<file path="src/rtl/oam_dma_pkg.sv">
// Shared CPU/bus definitions for the OAM DMA engine: state encoding,
// default bus addresses and transfer cycle counts.
package oam_dma_pkg;

    typedef enum logic [2:0] {
        ST_IDLE,
        ST_HALT,
        ST_ALIGN,
        ST_READ,
        ST_WRITE
    } dma_state_t;

    localparam logic [15:0] C_TRIGGER_ADDR = 16'h4014;
    localparam logic [15:0] C_TARGET_ADDR  = 16'h2004;

    localparam logic [7:0]  C_FIRST_INDEX  = 8'h00;
    localparam logic [7:0]  C_LAST_INDEX   = 8'hFF;

    // Halted-cycle totals for an unstalled transfer, with and without ALIGN.
    localparam int unsigned C_XFER_BYTES        = 256;
    localparam int unsigned C_HALT_CYCLES_MIN   = 2 * C_XFER_BYTES + 1;
    localparam int unsigned C_HALT_CYCLES_ALIGN = 2 * C_XFER_BYTES + 2;

    function automatic logic owns_bus(input dma_state_t s);
        return (s == ST_ALIGN) || (s == ST_READ) || (s == ST_WRITE);
    endfunction

endpackage

</file>
<file path="src/rtl/oam_dma.sv">
// OAM DMA engine: halts the CPU, copies one 256-byte page to a fixed
// destination register with alternating get/put cycles.
module oam_dma
    import oam_dma_pkg::*;
#(
    parameter logic [15:0] P_TRIGGER_ADDR = C_TRIGGER_ADDR,
    parameter logic [15:0] P_TARGET_ADDR  = C_TARGET_ADDR
) (
    input  logic        i_clk,
    input  logic        i_reset_n,
    input  logic        i_cpu_rw,
    input  logic [15:0] i_cpu_address,
    input  logic [7:0]  i_cpu_data,
    input  logic [7:0]  i_data,
    output logic        o_rw,
    output logic [15:0] o_address,
    output logic [7:0]  o_data,
    output logic        o_rdy,
    output logic        o_dma_active
);

    // state    | meaning
    // ST_IDLE  | CPU owns the bus, watching for a trigger write
    // ST_HALT  | CPU halted, waiting for it to reach a read cycle
    // ST_ALIGN | dummy read to line the first READ up with a get cycle
    // ST_READ  | fetch byte {page, index} (get cycle)
    // ST_WRITE | store latched byte to the target register (put cycle)

    dma_state_t state, state_nxt;
    logic       r_odd;
    logic [7:0] page;
    logic [7:0] index;
    logic [7:0] latch;
    logic       trigger;

    assign trigger = (state == ST_IDLE) && !i_cpu_rw && (i_cpu_address == P_TRIGGER_ADDR);

    always_ff @(posedge i_clk or negedge i_reset_n) begin
        if (!i_reset_n) begin
            state <= ST_IDLE;
            r_odd <= 1'b0;
            page  <= 8'h00;
            index <= C_FIRST_INDEX;
            latch <= 8'h00;
        end else begin
            state <= state_nxt;
            r_odd <= ~r_odd;
            if (trigger) begin
                page  <= i_cpu_data;
                index <= C_FIRST_INDEX;
            end
            if (state == ST_READ) begin
                latch <= i_data;
            end
            if ((state == ST_WRITE) && (index != C_LAST_INDEX)) begin
                index <= index + 8'h01;
            end
        end
    end

    // HALT looks ahead: the cycle after this one is a get cycle when r_odd is 1 now.
    always_comb begin
        state_nxt = state;
        case (state)
            ST_IDLE:  if (trigger) state_nxt = ST_HALT;
            ST_HALT:  if (i_cpu_rw) state_nxt = r_odd ? ST_READ : ST_ALIGN;
            ST_ALIGN: state_nxt = ST_READ;
            ST_READ:  state_nxt = ST_WRITE;
            ST_WRITE: state_nxt = (index == C_LAST_INDEX) ? ST_IDLE : ST_READ;
            default:  state_nxt = ST_IDLE;
        endcase
    end

    always_comb begin
        o_rw         = i_cpu_rw;
        o_address    = i_cpu_address;
        o_data       = i_cpu_data;
        o_rdy        = (state == ST_IDLE);
        o_dma_active = owns_bus(state);
        case (state)
            ST_ALIGN: begin
                o_rw      = 1'b1;
                o_address = {page, C_FIRST_INDEX};
                o_data    = latch;
            end
            ST_READ: begin
                o_rw      = 1'b1;
                o_address = {page, index};
                o_data    = latch;
            end
            ST_WRITE: begin
                o_rw      = 1'b0;
                o_address = P_TARGET_ADDR;
                o_data    = latch;
            end
            default: ;
        endcase
    end

endmodule

</file>
<file path="config.mk">
export PLATFORM = sky130hd
export DESIGN_NAME = oam_dma
export DESIGN_NICKNAME = d
export VERILOG_FILES = /design/src/rtl/oam_dma_pkg.sv /design/src/rtl/oam_dma.sv
export SDC_FILE = /design/constraint.sdc
export NUM_CORES = 1
export LEC_CHECK = 0
export CAP_MARGIN = 20
export CORE_ASPECT_RATIO = 1.1
export CORE_MARGIN = 8
export CORE_UTILIZATION = 25
export CTS_CLUSTER_SIZE = 25
export DETAILED_ROUTE_END_ITERATION = 8
export GPL_ROUTABILITY_DRIVEN = 0
export PLACE_DENSITY = 0.48
export RECOVER_POWER = 100
export SLEW_MARGIN = 5
export SYNTH_ARGS = -nofsm -noshare
export SYNTH_HDL_FRONTEND = slang
export SYNTH_SLANG_ARGS = --single-unit
</file>
<file path="constraint.sdc">
create_clock -name i_clk -period 2.5 [get_ports i_clk]
set_input_delay 0.75 -clock i_clk [delete_from_list [all_inputs] [get_ports i_clk]]
set_output_delay 0.75 -clock i_clk [all_outputs]
set_load 0.01 [all_outputs]
</file>
* After elaboration in Yosys (flattened, before gate mapping)
Cells that the tools add are included.
Storage, ports and cells: output and inout port bits 27, flip-flop bits (word level) 28
Operators by class: eq/ne operators 9, $add $sub $neg 1, bitwise logic cells 1, reductions and logical operators 11, multiplexer cells 10
Operators by type and width (count):
- $pmux W16 S3 | 1
- $mux W8 | 3
- $eq A16 B15 Y1 const B | 1
- $pmux W3 S5 | 1
- $add A8 B1 Y8 const B | 1
- $eq A8 B8 Y1 const B | 1
- $ne A8 B8 Y1 const B | 1
- $eq A3 B2 Y1 const B | 2
- $mux W3 | 2
- $ne A2 B2 Y1 const B | 2
- $eq A3 B1 Y1 const B | 1
- $eq A3 B3 Y1 const B | 1
- $logic_and A1 B1 Y1 | 3
- $logic_not A3 Y1 | 1
- $reduce_or A3 Y1 | 1
- $logic_or A1 B1 Y1 | 2
- $mux W2 | 1
- $pmux W1 S2 | 1
- $reduce_and A2 Y1 | 1
- $reduce_bool A2 Y1 | 1
- $reduce_or A2 Y1 | 1
- $logic_not A1 Y1 | 1
- $mux W1 | 1
- $not A1 Y1 | 1

* Longest topological paths before layout
depth after elaboration 5, mapped depth 6, mapped depth without buffers 4

* Worst setup path before layout
OpenSTA, ideal clock, no wires.
kind register -> output, from register state[1], to output o_data[5], cell stages (with the launch flop) 7, data arrival time 1.644 ns, path slack 0.106 ns, path buffers 3, path through dfrtp_1 -> or3b_1 -> buf_2 -> and2_4 -> buf_6 -> buf_6 -> mux2_4
On the way: cells in the longest elaborated chain, start to end 3, elaborated cells between the ends (all ways) 5, classes of those cells 3 x eq/ne; 1 x mux; 1 x reduce/logical
RTL lines:
- start, declared | RTL line oam_dma.sv:29 | dma_state_t state, state_nxt;
- start signal, assigned | RTL line oam_dma.sv:46 | state <= state_nxt;
- $eq A3 B2 Y1 or $eq A3 B3 Y1 (tied branches) | RTL line oam_dma.sv:80 | case (state)
- $reduce_or A3 Y1 (no line) *
- $mux W8 * | RTL line oam_dma.sv:80
- end, declared | RTL line oam_dma.sv:17 | output logic [7:0] o_data,
Mark *: on every way between the ends. The rest lies on a longest branch, timed or not.

* Worst setup path after layout
from register state[1], to output o_address[1]
On the way: cells in the longest elaborated chain, start to end 2, elaborated cells between the ends (all ways) 4, classes of those cells 3 x eq/ne; 1 x mux
RTL lines:
- $eq A3 B3 Y1 or $eq A3 B2 Y1 (tied branches) | RTL line oam_dma.sv:80
- $pmux W16 S3 * | RTL line oam_dma.sv:80
- end, declared | RTL line oam_dma.sv:16 | output logic [15:0] o_address,
Marked as above.

==> metrics.md <==
| Metric | Value |
|---|---|
| Status | finished, violations left |
| Violated checks | negative setup slack |
| Chip width | 93.3 um |
| Hold path startpoint | r_odd$_DFF_PN0_ |
| R2r endpoint | page[5]$_DFFE_PN0P_ |
| Reg2reg path depth | 7 |
| Worst-Skew Late Latency | 280 ps |
| #FFs+latches synth | 28 |
| First-pass GRT wire length | 9.17 mm |
| Most common library cells after synthesis | dfrtp_1 (28), mux2_1 (22), nand2_1 (14) |
| Wirelength per Cell | 16.3 um |
| Input/output buffers | 61 |
| Setup-failing EPs final | 12 |
| Crit path DAT | 1840 ps |
| Drt first pass iters | 4 |
| Share of cells above drive strength 1 | 31.3% |
| Pins Over Slew Limit | 0 |
| Post-route clock period utilization | 104% |
| Root Driver | clkbuf_8 |
| Final WS setup | -88.0 ps |
| IO Pins | 62 |
| Synthesized Nets | 201 |
| Setup TNS | -738 ps |
| Ys Warns | 0 |
| Critical Path Start Type | flip-flop |
| DR vias/cell | 4.76 |
| Ys async rst share | 100% |
| Critical path peak fanout | 4 |
| Core area | 6480 um^2 |
| Synth area leader | dfrtp_1 |
| Fmax | 386 MHz |
| Synth unique cells | 40 |
| Endpoint, Worst Hold | r_odd$_DFF_PN0_ |
| Syn Inst Count | 165 |
| Cell row count | 31 |
| Total Power | 2.53 mW |
| Worst slew pin tran | 757 ps |
| Post-DP HPWL | 4.09 mm |
| Pre-CTS WS | -343 ps |
| GRT Total Usage | 12.4% |
| Antenna diode count | 0 |
| Full die area | 9420 um^2 |
| TritonCTS Sinks | 28 |
| Detailed Route WL | 5.67 mm |
| Synth top area share | 42.7% |
| Finished Core Util | 41.7% |
| Element type at the critical path end | output port |
| Critical Path RT | 1750 ps |
| Total CTS buffers | 3 |
| Static leakage | 1.27 nW |
| Die Ht | 101 um |
| Hold Path Class | flip-flop to flip-flop |
| Largest net degree at the start of global routing | 29 |
| Clock buffer depth | 2 |
| # DRC | 0 |
| Total number of vias | 1,652 |
| Vias in the first global route | 1,774 |
| Setup CP Type | flip-flop to output port |
| Layout area overhead | 64.4% |
| Mean post-synth cell area | 9.95 um^2 |
| Slowest Stage Delay on Critical Path | 410 ps |
| Cell Pwr Density | 936 nW/um^2 |
| Slowest CP cell | or3b_4 |
| Final hold viol count | 0 |
| Clock Skews | 2.07 ps |
| R2R Path Start | state[1]$_DFFE_PN0P_ |
| EDFF count, synth | 0 |
| Congestion Overflow GR | 0 |
| Most common cell in the netlist | dfrtp_1 |
| Initial antenna violation count | 0 |
| RSZ-0062 raised after global routing | yes |
| Starting Density | 25.3% |
| Ys flop type | dfrtp_1 |
| Post-synthesis cell area | 1640 um^2 |
| H-tree level count | 1 |
| Clock-pin slew on the worst setup and hold paths | 100 ps |
| Hold-critical path depth | 1 |
| Max-Slew Margin vs Limit | 49.5% |
| Peak VDD IR | 0.479 mV |
| Cells taking the most area after synthesis | dfrtp_1 (43%), mux2_1 (15%), a22o_1 (3.7%), o22ai_1 (3.4%), nand2_1 (3.2%) |
| Nets | 302 |
| Cts hold-fix bufs | 0 |
| Sequential area share after synthesis | 42.7% |
| Maxcap violations | 0 |
| R2r setup slk | 330 ps |
| CTS tree | done |
| Post-route antenna net violation count | 0 |
| Starting DRC count in detailed routing | 34 |
| CP cell instances | or3b_4 -> and2_4 -> buf_12 -> buf_6 -> a22o_1 -> buf_2 |
| Tmin final | 2590 ps |
[worst max path at each step]
stage	slack, ps	cells after the start	end	from
floorplan	110	6	o_data[5]	state[1]$_DFFE_PN0P_
global placement	-350	4	o_address[9]	i_cpu_address[9]
detailed placement	-340	4	o_address[9]	i_cpu_address[9]
CTS	-170	6	o_data[7]	state[0]$_DFFE_PN0P_
global route	-150	6	o_address[1]	state[1]$_DFFE_PN0P_
finish	-90	6	o_address[1]	state[1]$_DFFE_PN0P_
[state kept, by name, summed over array words and instances, names as in the netlist]
register	count
page	8
r_odd	1
state	3
latch	8
index	8
[power breakdown]
group	switching [mW]	internal (mW)
combinational	0.737	0.890
sequential	0.0575	0.549
clock	0.152	0.141
[timing repair]
item                                    4_1_cts  5_1_grt
cloned                                        1        0
pin swaps                                     6        3
gates resized for setup                     105       28
buffers inserted                             10        0
endpoints found under the setup margin       27       33
[logic make-up after synthesis]
group	synth area share, %
xor gates and xnor gates	1.07
buffers and inverters	5.56
DFF	42.7
adders and majority gates	0.762
and+or+nand+nor	14.3
AOI/OAI and AO/OA	18.1
muxes	17.5
[cells in the final DEF, fill, tap and decap left out, types with 4 or more instances in the layout]
cell type / Yosys / final
a21oi_1: 10 / 9
buf_4: 0 / 25
mux2_4: 2 / 8
o22ai_1: 9 / 7
clkbuf_8: 0 / 4
nand2_1: 14 / 13
clkbuf_1: 2 / 9
dfrtp_1: 28 / 28
buf_6: 2 / 15
nand3_1: 8 / 8
clkdlybuf4s50_1: 0 / 31
inv_1: 9 / 9
o21ai_0: 6 / 7
buf_2: 4 / 10
a22o_1: 7 / 7
mux2_1: 22 / 16
[layer usage]
layer / global-route usage [%] / part of all wire, %
met2: 20.2 / 47
met5: 0 / 0
met4: 3.60 / 1.3
met1: 15.4 / 45
met3: 3.28 / 6.1
[critical path, delay by kind of cell, from the launching register on]
| family | cells | cell delay [ps] |
|---|---|---|
| AO/OA/AOI/OAI | 1 | 210 |
| buffers and inverters | 3 | 380 |
| AND/OR/NAND/NOR | 2 | 570 |
| flip-flops | 1 | 400 |
[cell type report]
class | instances | area (um^2)
flip-flops and latches | 28 | 701
well taps | 82 | 103
inverters | 11 | 41.3
clock buffers | 4 | 55.1
repair buffers | 103 | 883
multi-input cells | 119 | 916
fillers | 642 | 3780
[metrics by stage]
step	hold WS [ps]	instance area [um^2]	instances
floorplan	386	1640	165
global placement	401	2550	333
detailed placement	397	2550	333
CTS	412	2700	348
global route	444	2700	347
finish	412	2700	347
No activity file was read; power rests on OpenSTA's default activity.
